**src/rtl/rr_mux_arbiter_pkg.sv**
```systemverilog
// Shared definitions for the round-robin mux arbiter.
// Provides state encodings, source count and select width.
package arb_defs;

    localparam int N_SRC = 8;
    localparam int SEL_W = 3;

    typedef enum logic [1:0] {
        ST_IDLE  = 2'd0,
        ST_GRANT = 2'd1,
        ST_GAP   = 2'd2
    } state_e;

endpackage

```
**src/rtl/rr_picker.sv**
```systemverilog
// Combinational round-robin pick: first set req at or after ptr.
// Ports: req[7:0], ptr[2:0] in; any (some req set), idx[2:0] winner out.
module rr_picker
    import arb_defs::*;
(
    input  logic [N_SRC-1:0] req,
    input  logic [SEL_W-1:0] ptr,
    output logic             any,
    output logic [SEL_W-1:0] idx
);

    logic [N_SRC-1:0] rot;
    logic [SEL_W-1:0] off;

    always_comb begin
        // rot[i] is the request i places after ptr (wrapping)
        for (int i = 0; i < N_SRC; i++) begin
            rot[i] = req[SEL_W'(ptr + SEL_W'(i))];
        end
        off = '0;
        for (int i = N_SRC - 1; i >= 0; i--) begin
            if (rot[i]) off = SEL_W'(i);
        end
        any = |req;
        idx = ptr + off;
    end

endmodule

```
**src/rtl/rr_mux_arbiter.sv**
```systemverilog
// Round-robin arbiter for one shared 8:1 mux with hold timer and handover gap.
// Ports: clk, rst_n, req[7:0] in; sel[2:0], gnt[7:0], valid, busy out.
module rr_mux_arbiter
    import arb_defs::*;
#(
    parameter int MAX_HOLD = 16,
    parameter int CNT_W    = 5
) (
    input  logic             clk,
    input  logic             rst_n,
    input  logic [N_SRC-1:0] req,
    output logic [SEL_W-1:0] sel,
    output logic [N_SRC-1:0] gnt,
    output logic             valid,
    output logic             busy
);

    state_e           state_q, state_d;
    logic [SEL_W-1:0] sel_q, sel_d;
    logic [N_SRC-1:0] gnt_q, gnt_d;
    logic             valid_q, valid_d;
    logic             busy_q, busy_d;
    logic [SEL_W-1:0] ptr_q, ptr_d;
    logic [CNT_W-1:0] hold_q, hold_d;

    logic             pick_any;
    logic [SEL_W-1:0] pick_idx;
    logic             rel_w;
    logic             others_w;
    logic             sat_w;

    rr_picker u_picker (
        .req (req),
        .ptr (ptr_q),
        .any (pick_any),
        .idx (pick_idx)
    );

    always_comb begin
        state_d  = state_q;
        sel_d    = sel_q;
        gnt_d    = gnt_q;
        valid_d  = valid_q;
        busy_d   = busy_q;
        ptr_d    = ptr_q;
        hold_d   = hold_q;
        rel_w    = ~req[sel_q];
        others_w = |(req & ~gnt_q);
        sat_w    = (hold_q == CNT_W'(MAX_HOLD - 1));

        unique case (state_q)
            ST_GRANT: begin
                // release and preempt collapse into the same single gap
                if (rel_w || (sat_w && others_w)) begin
                    state_d = ST_GAP;
                    gnt_d   = '0;
                    valid_d = 1'b0;
                    busy_d  = 1'b1;
                    hold_d  = '0;
                end else if (!sat_w) begin
                    hold_d = hold_q + CNT_W'(1);
                end
            end
            default: begin
                // IDLE and the gap exit both arbitrate
                if (pick_any) begin
                    state_d = ST_GRANT;
                    sel_d   = pick_idx;
                    gnt_d   = N_SRC'(1) << pick_idx;
                    valid_d = 1'b1;
                    busy_d  = 1'b1;
                    hold_d  = '0;
                    ptr_d   = pick_idx + SEL_W'(1);
                end else begin
                    state_d = ST_IDLE;
                    gnt_d   = '0;
                    valid_d = 1'b0;
                    busy_d  = 1'b0;
                end
            end
        endcase
    end

    always_ff @(posedge clk or negedge rst_n) begin
        if (!rst_n) begin
            state_q <= ST_IDLE;
            sel_q   <= '0;
            gnt_q   <= '0;
            valid_q <= 1'b0;
            busy_q  <= 1'b0;
            ptr_q   <= '0;
            hold_q  <= '0;
        end else begin
            state_q <= state_d;
            sel_q   <= sel_d;
            gnt_q   <= gnt_d;
            valid_q <= valid_d;
            busy_q  <= busy_d;
            ptr_q   <= ptr_d;
            hold_q  <= hold_d;
        end
    end

    assign sel   = sel_q;
    assign gnt   = gnt_q;
    assign valid = valid_q;
    assign busy  = busy_q;

endmodule
```
**config.mk**
```make
export PLATFORM = sky130hd
export DESIGN_NAME = rr_mux_arbiter
export DESIGN_NICKNAME = d
export VERILOG_FILES = /design/src/rtl/rr_mux_arbiter_pkg.sv /design/src/rtl/rr_picker.sv /design/src/rtl/rr_mux_arbiter.sv
export SDC_FILE = /design/constraint.sdc
export NUM_CORES = 1
export LEC_CHECK = 0
export CAP_MARGIN = 20
export CORE_ASPECT_RATIO = 0.7
export CORE_UTILIZATION = 40
export CTS_BUF_LIST = sky130_fd_sc_hd__clkbuf_2 sky130_fd_sc_hd__clkbuf_4 sky130_fd_sc_hd__clkbuf_8
export DETAILED_ROUTE_END_ITERATION = 8
export HOLD_SLACK_MARGIN = 0.02
export PLACE_DENSITY = 0.67
export REMOVE_ABC_BUFFERS = 1
export SLEW_MARGIN = 15
export SYNTH_ARGS = -nofsm -noshare
export SYNTH_HDL_FRONTEND = slang
export SYNTH_SLANG_ARGS = --single-unit
```
**constraint.sdc**
```tcl
create_clock -name clk -period 7.1 [get_ports clk]
set_input_delay 1.42 -clock clk [delete_from_list [all_inputs] [get_ports clk]]
set_output_delay 1.42 -clock clk [all_outputs]
set_load 0.05 [all_outputs]
```
Word-level counts from Yosys, hierarchy flattened
Index checks and enable logic that the tools add are counted.

storage, ports and cells
  register bits after elaboration = 23
  input port bits = 10
  output and inout port bits = 13
  word-level logic and storage cells = 83

operators by class
  $add $sub $neg = 10
  order comparisons = 9
  eq/ne operators = 4
  shift operators = 1
  multiplexer cells = 41
  bitwise operators = 4
  reductions and logical operators = 7

operators by type and width
  kind                                                         count
  less-than comparator 3 x 4 -> 1 bit (second input constant)  9
  binary-select mux 1 bit (select 3 bit)                       9
  two-way mux 3 bit                                            8
  two-way mux 8 bit                                            3
  two-way mux 5 bit                                            4
  OR reduction 8 bit                                           2
  two-way mux 1 bit                                            15
  adder 3 bit (second input constant)                          4
  bitwise AND 8 bit                                            1
  NOT 8 bit                                                    1
  left shift 1 x 3 -> 8 bit (first input constant)             1
  adder 3 x 1 -> 3 bit (second input constant)                 2
  adder 3 x 2 -> 3 bit (second input constant)                 2
  adder 5 x 1 -> 5 bit (second input constant)                 1
  equality test 5 x 4 -> 1 bit (second input constant)         1
  two-way mux 2 bit                                            2
  AND reduction 2 bit                                          2
  adder 3 bit                                                  1
  inequality test 3 bit (second input constant)                1
  equality test 2 x 1 -> 1 bit (second input constant)         1
  inequality test 2 bit (second input constant)                1
  NOT 1 bit                                                    2
  nonzero test 2 bit                                           1
  logical AND 1 bit                                            1
  logical OR 1 bit                                             1

Logic depth before layout (Yosys ltp)
Gate-level depths: netlist of the first run.

  depth in word-level cells = 15
  gate-level depth with buffers = 19
  depth with buffers taken out = 17

Modules after synthesis
A second synthesis of the first run with hierarchy kept.

unflattened totals
  cells, all modules = 185
  area total of the unflattened synthesis = 1878.1 um^2

by module, submodules not included
  module          times used  cells each  area each (um^2)  seq. area each (um^2)
  rr_mux_arbiter  1           119         1255.0            550.5
  rr_picker       1           66          623.1             0.0

Worst setup path before layout of the first run
Ideal clock, no wire load.

  path kind = input port to flip-flop
  from = input port req[5]
  to = register gnt_q[2], in the netlist gnt[2]
  setup time = 0.126 ns
  arrival time = 4.177 ns
  required time = 6.974 ns
  setup slack = 2.797 ns
  cell stages on the path = 14
  path buffers = 0
  path through = mux4_2 > mux2i_2 > a21oi_1 > o21ai_0 > nand2_1 > a221oi_1 > ha_1 > inv_1 > fa_1 > inv_1 > ha_1 > and3_1 > and3_1 > a221o_1

on the way
  word-level cells in the longest chain between the ends = 14
  elaborated cells on any way between the ends = 37
  those cells by class = add/sub: 1; eq/ne: 1; shift: 1; mux: 28; bitwise: 2; reduce/logical: 4

ends and longest elaborated chain
  what                                     line                  RTL
  from (decl)                              rr_mux_arbiter.sv:11  input logic [N_SRC-1:0] req,
  binary-select mux 1 bit (select 3 bit)   rr_picker.sv:18       rot[i] = req[SEL_W'(ptr + SEL_W'(i))];
  two-way mux 1 bit (implied by the code)  rr_picker.sv:18
  two-way mux 3 bit (7 in a row)           rr_picker.sv:22       if (rot[i]) off = SEL_W'(i);
  two-way mux 3 bit (*)                    rr_picker.sv:22
  adder 3 bit (*)                          rr_picker.sv:25       idx = ptr + off;
  net pick_idx[1]                          rr_mux_arbiter.sv:27  logic [SEL_W-1:0] pick_idx;
  left shift 1 x 3 -> 8 bit (*)            rr_mux_arbiter.sv:69  gnt_d = N_SRC'(1) << pick_idx;
  two-way mux 8 bit (*)                    rr_mux_arbiter.sv:66  if (pick_any) begin
  two-way mux 8 bit (*)                    rr_mux_arbiter.sv:51  unique case (state_q)
  to (signal assigned)                     rr_mux_arbiter.sv:96  gnt_q <= gnt_d;
  to (decl)                                rr_mux_arbiter.sv:20  logic [N_SRC-1:0] gnt_q, gnt_d;

Mark *: on every way through the listed nets, which the timed path passes. The rest lies on a longest branch. The select of a mux whose other input is x is not followed.
A chain may end at the register's enable or synchronous reset.

Worst setup path in the final report of the first run
  from = input port req[0]
  to = register gnt_q[1], in the netlist gnt[1]

on the way
  word-level cells in the longest chain between the ends = 14
  elaborated cells on any way between the ends = 37
  those cells by class = add/sub: 1; eq/ne: 1; shift: 1; mux: 28; bitwise: 2; reduce/logical: 4

ends and longest elaborated chain
  what                                     line
  binary-select mux 1 bit (select 3 bit)   rr_picker.sv:18
  two-way mux 1 bit (implied by the code)  rr_picker.sv:18
  two-way mux 3 bit (8 in a row)           rr_picker.sv:22
  adder 3 bit                              rr_picker.sv:25
  left shift 1 x 3 -> 8 bit                rr_mux_arbiter.sv:69
  two-way mux 8 bit                        rr_mux_arbiter.sv:66
  two-way mux 8 bit                        rr_mux_arbiter.sv:51

Parallel ways exist; a longest one is shown, timed or not. The select of a mux whose other input is x is not followed.

==> key figures, run 1 <==
Run status
  – Outcome: complete, no violations

Timing
  – Clk_skew: 0.00332 ns
  – Final period demand of the worst path: 4.93 ns
  – Hold Vio Cnt, Final: 0
  – Pins Over Slew Limit: 0
  – TNS Setup: 0 ns
  – RSZ-0062 raised after global routing: no
  – Setup violations, final: 0
  – Relative slew slack: 38.8%
  – Worst-margin pin slew: 0.919 ns
  – Max Clk Rate: approximately 200 MHz
  – Fin crit share: approximately 69%

Drt
  – DRT Pass-1 Iters: 4
  – Total wire length: approximately 4400 um
  – Drt wl/cell: around 18 um
  – DRT iter0 DRCs: approximately 130
  – Drc violations: 0
  – Antenna Violating Nets Remaining: 0
  – Via density: about 6.1
  – DR vias: between 1,500 and 2,000

Clock network
  – CTS tree: done
  – Buffers from clock root to sink, at most: 2
  – Htree depth: 1
  – Post-CTS setup buffer count: 0
  – Num CTS Buffers: 3
  – Clk sinks: 22
  – Clk slew on worst S/H paths: ~0.08 ns
  – # resized after CTS: 0
  – Root Buffer: clkbuf_8
  – # hold bufs at CTS: 0
  – Clk Latency, worst-skew pair: between 0.2 and 0.3 ns

Layout
  – Share of cells above drive strength 1: around an eighth
  – ANT cells: 0
  – Fillers: about 380
  – Layout area overhead: 17.9%
  – Reg area: approximately 550 um2
  – Multi-input logic area: 0.00112 mm2
  – Nets: approximately 220

Synth
  – Synth cell types: 38
  – Cell count after synthesis: about 170
  – Synthesis-stage register bit count: 22
  – Async SR Flop Fraction: 100%
  – Synth Area in Simple Gates: about 16%
  – Area share of fa/ha/maj cells after synthesis: under 10%
  – Synth warnings: 0
  – Synthesized cell area: around 0.0018 mm2
  – Compound-cell area share of the yosys netlist: between 10% and 20%
  – Combinational family with the most area after synthesis: multiplexers
  – Mapped Avg Cell Area: slightly above 10 um2
  – Mux share of post-synthesis cell area: between 20% and 30%
  – Post-synth top flop: dfrtp_1
  – Number of flops mapped to enable cells by yosys: 0
  – XOR/XNOR Fraction of Synth Area: 2.45%
  – Sequential element share of the synthesized area: around 30%

Floorplan
  – Ports: 23
  – Core area: between 0.004 and 0.005 mm2
  – Core Rows: 19
  – DIE AREA: 0.00474 mm2
  – Die height: roughly 58 um
  – Starting density of the core: 43.7%
  – Die W: 81.9 um

Hold path
  – Tightest Hold Check Type: register to register

Flow run
  – Max Cap Viol: 0

Global routing
  – Initial antenna violation count: 0
  – GRT Resource Usage Total: 20.2%
  – First-pass GRT wire length: 7130 um
  – Global route overflow: 0
  – Largest net degree at the start of global routing: 23
  – Vias in the first global route: roughly 1,400

Critical path
  – Crit-path max FO: 10
  – CP Capture Type: register
  – Critical path launch point type: input pin
  – Critical Path RT: 7.25 ns
  – Crit path DAT: approximately 5.1 ns
  – Critical path type: input pin to register

Place
  – Routability congestion estimate: around 0.93
  – IO buf count: 22
  – Dpl hpwl: between 3000 and 4000 um
[synth_stat cells, drive strengths merged, types with 4 or more instances]
library cell | n | area, um2
dfrtp | 22 | 551
inv | 18 | 67.6
mux4 | 14 | 315
and3 | 11 | 68.8
nand2 | 11 | 41.3
nor2 | 11 | 41.3
mux2i | 9 | 93.8
a21oi | 8 | 40.0
ha | 8 | 100
o22ai | 7 | 43.8
a221o | 6 | 60.1
buf | 5 | 36.3
nor2b | 5 | 31.3
nor4 | 4 | 25.0
[logic make-up (layout without fill, tap and decap cells)]
group                      count (synthesis)  count (layout)
buffers and inverters                     25              46
xor gates and xnor gates                   5               5
and+or+nand+nor                           54              54
adders and majority gates                  9               9
AOI/OAI and AO/OA                         35              35
muxes                                     24              24
DFF                                       22              22
[worst max-delay path: stages]
cell and delay [ns]:
clkdlybuf4s50_1 0.56, mux4_2 0.59, mux2_2 0.30, nor2b_1 0.45, nor2_1 0.12, a31oi_1 0.28
fa_1 0.55, ha_1 0.23, and3_1 0.16, and3_1 0.17, a221o_1 0.26
[per-layer routing]
metal  global-route usage [%]  share of wire (%)
met1                     31.6                 49
met2                     27.9                 44
met3                     5.51                7.2
met4                     3.51               0.30
met5                        0                  0
[cell usage in the layout, fill, tap and decap left out, drive strengths merged, types with 4 or more instances in the layout]
master | netlist | final
dfrtp | 22 | 22
mux2i | 9 | 9
and3 | 11 | 11
a21oi | 8 | 8
nor2 | 11 | 11
clkdlybuf4s50 | 0 | 22
nand2 | 11 | 11
nor2b | 5 | 5
a221o | 6 | 6
nor4 | 4 | 4
ha | 8 | 8
mux4 | 14 | 14
o22ai | 7 | 7
clkbuf | 2 | 4
inv | 18 | 18
[sequential cells by signal, summed over array words and instances, names as in the netlist]
signal   count
gnt          8
hold_q       5
ptr_q        3
sel          3
state_q      2
busy         1
[through the flow]
| step | util, % | worst slack, ns | instance area (um2) | hold slack (ns) | std cells |
|---|---|---|---|---|---|
| 6_report | 51.5 | 2.17 | 2100 | 0.514 | 247 |
| 5_1_grt | 51.5 | 1.93 | 2100 | 0.558 | 247 |
| 4_1_cts | 51.1 | 2.18 | 2090 | 0.522 | 246 |
| 3_5_place_dp | 49.8 | 1.93 | 2030 | 0.510 | 242 |
| 3_3_place_gp | 49.8 | 2.05 | 2030 | 0.493 | 242 |
| 2_1_floorplan | - | 2.80 | 1740 | 0.476 | 167 |
[area by class of cell]
type	count	share of cell area, %
Inverter	18	3.21
Tap cell	52	3.09
Multi-Input combinational cell	127	53.4
Sequential cell	22	26.2
Timing Repair Buffer	24	11.5
Clock buffer	4	2.62
[worst paths after layout]
path / depth (start not counted) / to / slack [ns] / from
max: 11 / gnt[1]$_DFFE_PN0P_ / 2.17 / req[0]
min: 2 / busy$_DFFE_PN0P_ / 0.51 / busy$_DFFE_PN0P_
max reg2reg: 16 / gnt[6]$_DFFE_PN0P_ / 2.68 / ptr_q[0]$_DFFE_PN0P_
min reg2reg: 2 / busy$_DFFE_PN0P_ / 0.51 / busy$_DFFE_PN0P_
max in group asynchronous: 2 / gnt[0]$_DFFE_PN0P_ / 5.17 / rst_n
min in group asynchronous: 1 / sel[2]$_DFFE_PN0P_ / 1.48 / rst_n
Power of run 1 is not shown: default switching activity piles up to over one toggle a cycle in this logic, so the estimate is an artifact.
==> inputs of run 2 (changes only) <==
==> constraint.sdc (replaced) <==
create_clock -name clk -period 4.6 [get_ports clk]
set_input_delay 0.92 -clock clk [delete_from_list [all_inputs] [get_ports clk]]
set_output_delay 0.92 -clock clk [all_outputs]
set_load 0.05 [all_outputs]
==> key figures, run 2 (same netlist as run 1, synthesis figures left out) <==
Drt
  – Total wire length: about 4600 um
  – Drc violations: 0
  – Antenna Violating Nets Remaining: 0
  – Drt wl/cell: between 15 and 20 um
  – Wl on met1: roughly 2200 um
  – DR vias: approximately 1,600
  – Routed length on met2: just under 2000 um
  – Max layer used: met4
  – Via density: 6.15
  – Met3 WL: approximately 390 um
  – DRT Pass-1 Iters: 5
  – DRT iter0 DRCs: 83

Global routing
  – Global route overflow: 0
  – Initial antenna violation count: 0
  – Largest net degree at the start of global routing: 23
  – GRT Resource Usage Total: 21.0%
  – Vias in the first global route: roughly 1,500
  – First-pass GRT wire length: between 7000 and 8000 um

Timing
  – Relative slew slack: 39.2%
  – Pins Over Slew Limit: 0
  – Clk_skew: 0.00736 ns
  – Hold Vio Cnt, Final: 0
  – Max Clk Rate: roughly 230 MHz
  – Fin crit share: about 95%
  – TNS Setup: 0 ns
  – RSZ-0062 raised after global routing: no
  – Worst-margin pin slew: slightly above 0.9 ns
  – Final period demand of the worst path: ~4.4 ns
  – Setup violations, final: 0

Critical path
  – Critical Path Start: req[6]
  – Worst r2r src: ptr_q[0]$_DFFE_PN0P_
  – Critical path type: input pin to register
  – Crit path DAT: 4.52 ns
  – Reg2Reg Setup Slack: between 0.5 and 0.6 ns
  – Crit-path max FO: 8
  – CP Capture Type: register
  – CP cell instances: clkdlybuf4s50_1 > mux2i_1 > mux4_2 > nand2b_1 > o21ai_0 > nand2_1 > a221oi_1 > ha_1 > inv_1 > fa_1 > inv_1 > ha_1 > and3_1 > and3_1 > a221o_1
  – Critical path launch point type: input pin
  – Slowest stage cell, crit path: clkdlybuf4s50_1
  – CP max stage delay: between 0.6 and 0.7 ns
  – Critical Path RT: about 4.8 ns

Clock network
  – Buffers from clock root to sink, at most: 2
  – Clk Latency, worst-skew pair: approximately 0.27 ns
  – Root Buffer: clkbuf_8
  – # resized after CTS: 0
  – CTS tree: done
  – Clk slew on worst S/H paths: ~0.08 ns
  – Htree depth: 1
  – Clk sinks: 22
  – Num CTS Buffers: 3
  – # hold bufs at CTS: 0
  – Post-CTS setup buffer count: 0

Place
  – Dpl hpwl: roughly 3500 um
  – IO buf count: 22
  – Routability congestion estimate: just over 0.9

Run status
  – Outcome: complete, no violations

Layout
  – Most frequent cells in the layout: dfrtp_1 (22), clkdlybuf4s50_1 (22), inv_1 (17), mux4_2 (14)
  – ANT cells: 0
  – Layout area overhead: 22.1%
  – Largest register FFs: 8
  – Nets: between 200 and 250
  – Share of cells above drive strength 1: 15.8%

Floorplan
  – Die height: 57.9 um
  – DIE AREA: approximately 0.0047 mm2
  – Die W: between 80 and 90 um
  – Ports: 23
  – Core Rows: 19
  – Starting density of the core: 43.7%
  – Core area: between 0.004 and 0.005 mm2

Hold path
  – Hold path startpoint: busy$_DFFE_PN0P_
  – Tightest Hold Check Type: register to register

Flow run
  – Max Cap Viol: 0
==> run 2: critical path: cells and delay by family <==
kind | cells | cell delay (ns)
simple gates | 4 | 0.53
buf+inv | 3 | 0.79
mux | 2 | 0.70
compound gates | 3 | 0.57
fa+ha+maj | 3 | 1.00
==> run 2: routing by layer <==
layer  up-vias  track usage (%)
met4         0             3.76
met2        54             29.8
met1       792             31.0
met3         4             7.40
met5         -                0
li1        718                -
==> run 2: worst paths after layout <==
| kind | end | cells after the start |
|---|---|---|
| max in group asynchronous | gnt[6]$_DFFE_PN0P_ | 2 |
| hold / removal | busy$_DFFE_PN0P_ | 2 |
| min in group asynchronous | state_q[1]$_DFFE_PN0P_ | 1 |
| hold reg to reg | busy$_DFFE_PN0P_ | 2 |
| setup / recovery | gnt[6]$_DFFE_PN0P_ | 15 |
| setup reg to reg | gnt[6]$_DFFE_PN0P_ | 16 |
==> run 2: final cells by class <==
class	instances	area, um2
Tap cell	52	65.1
Clock inverter	1	30.0
Timing Repair Buffer	32	303
Inverter	18	67.6
Multi-Input combinational cell	127	1120
Sequential cell	22	551
Fill cell	353	1910
Clock buffer	3	41.3
==> run 2: through the flow <==
stage / worst slack [ns] / hold slack, ns / cells / cell area [um2] / util, %
CTS: 0.245 / 0.523 / 254 / 2170 / 53.0
global placement: 0.110 / 0.490 / 250 / 2090 / 51.2
floorplan: 0.626 / 0.476 / 167 / 1740 / -
detailed placement: 0.00540 / 0.511 / 250 / 2090 / 51.2
global route: 0.0117 / 0.543 / 255 / 2180 / 53.3
finish: 0.227 / 0.520 / 255 / 2180 / 53.3
Power of run 2 is left out for the same reason.
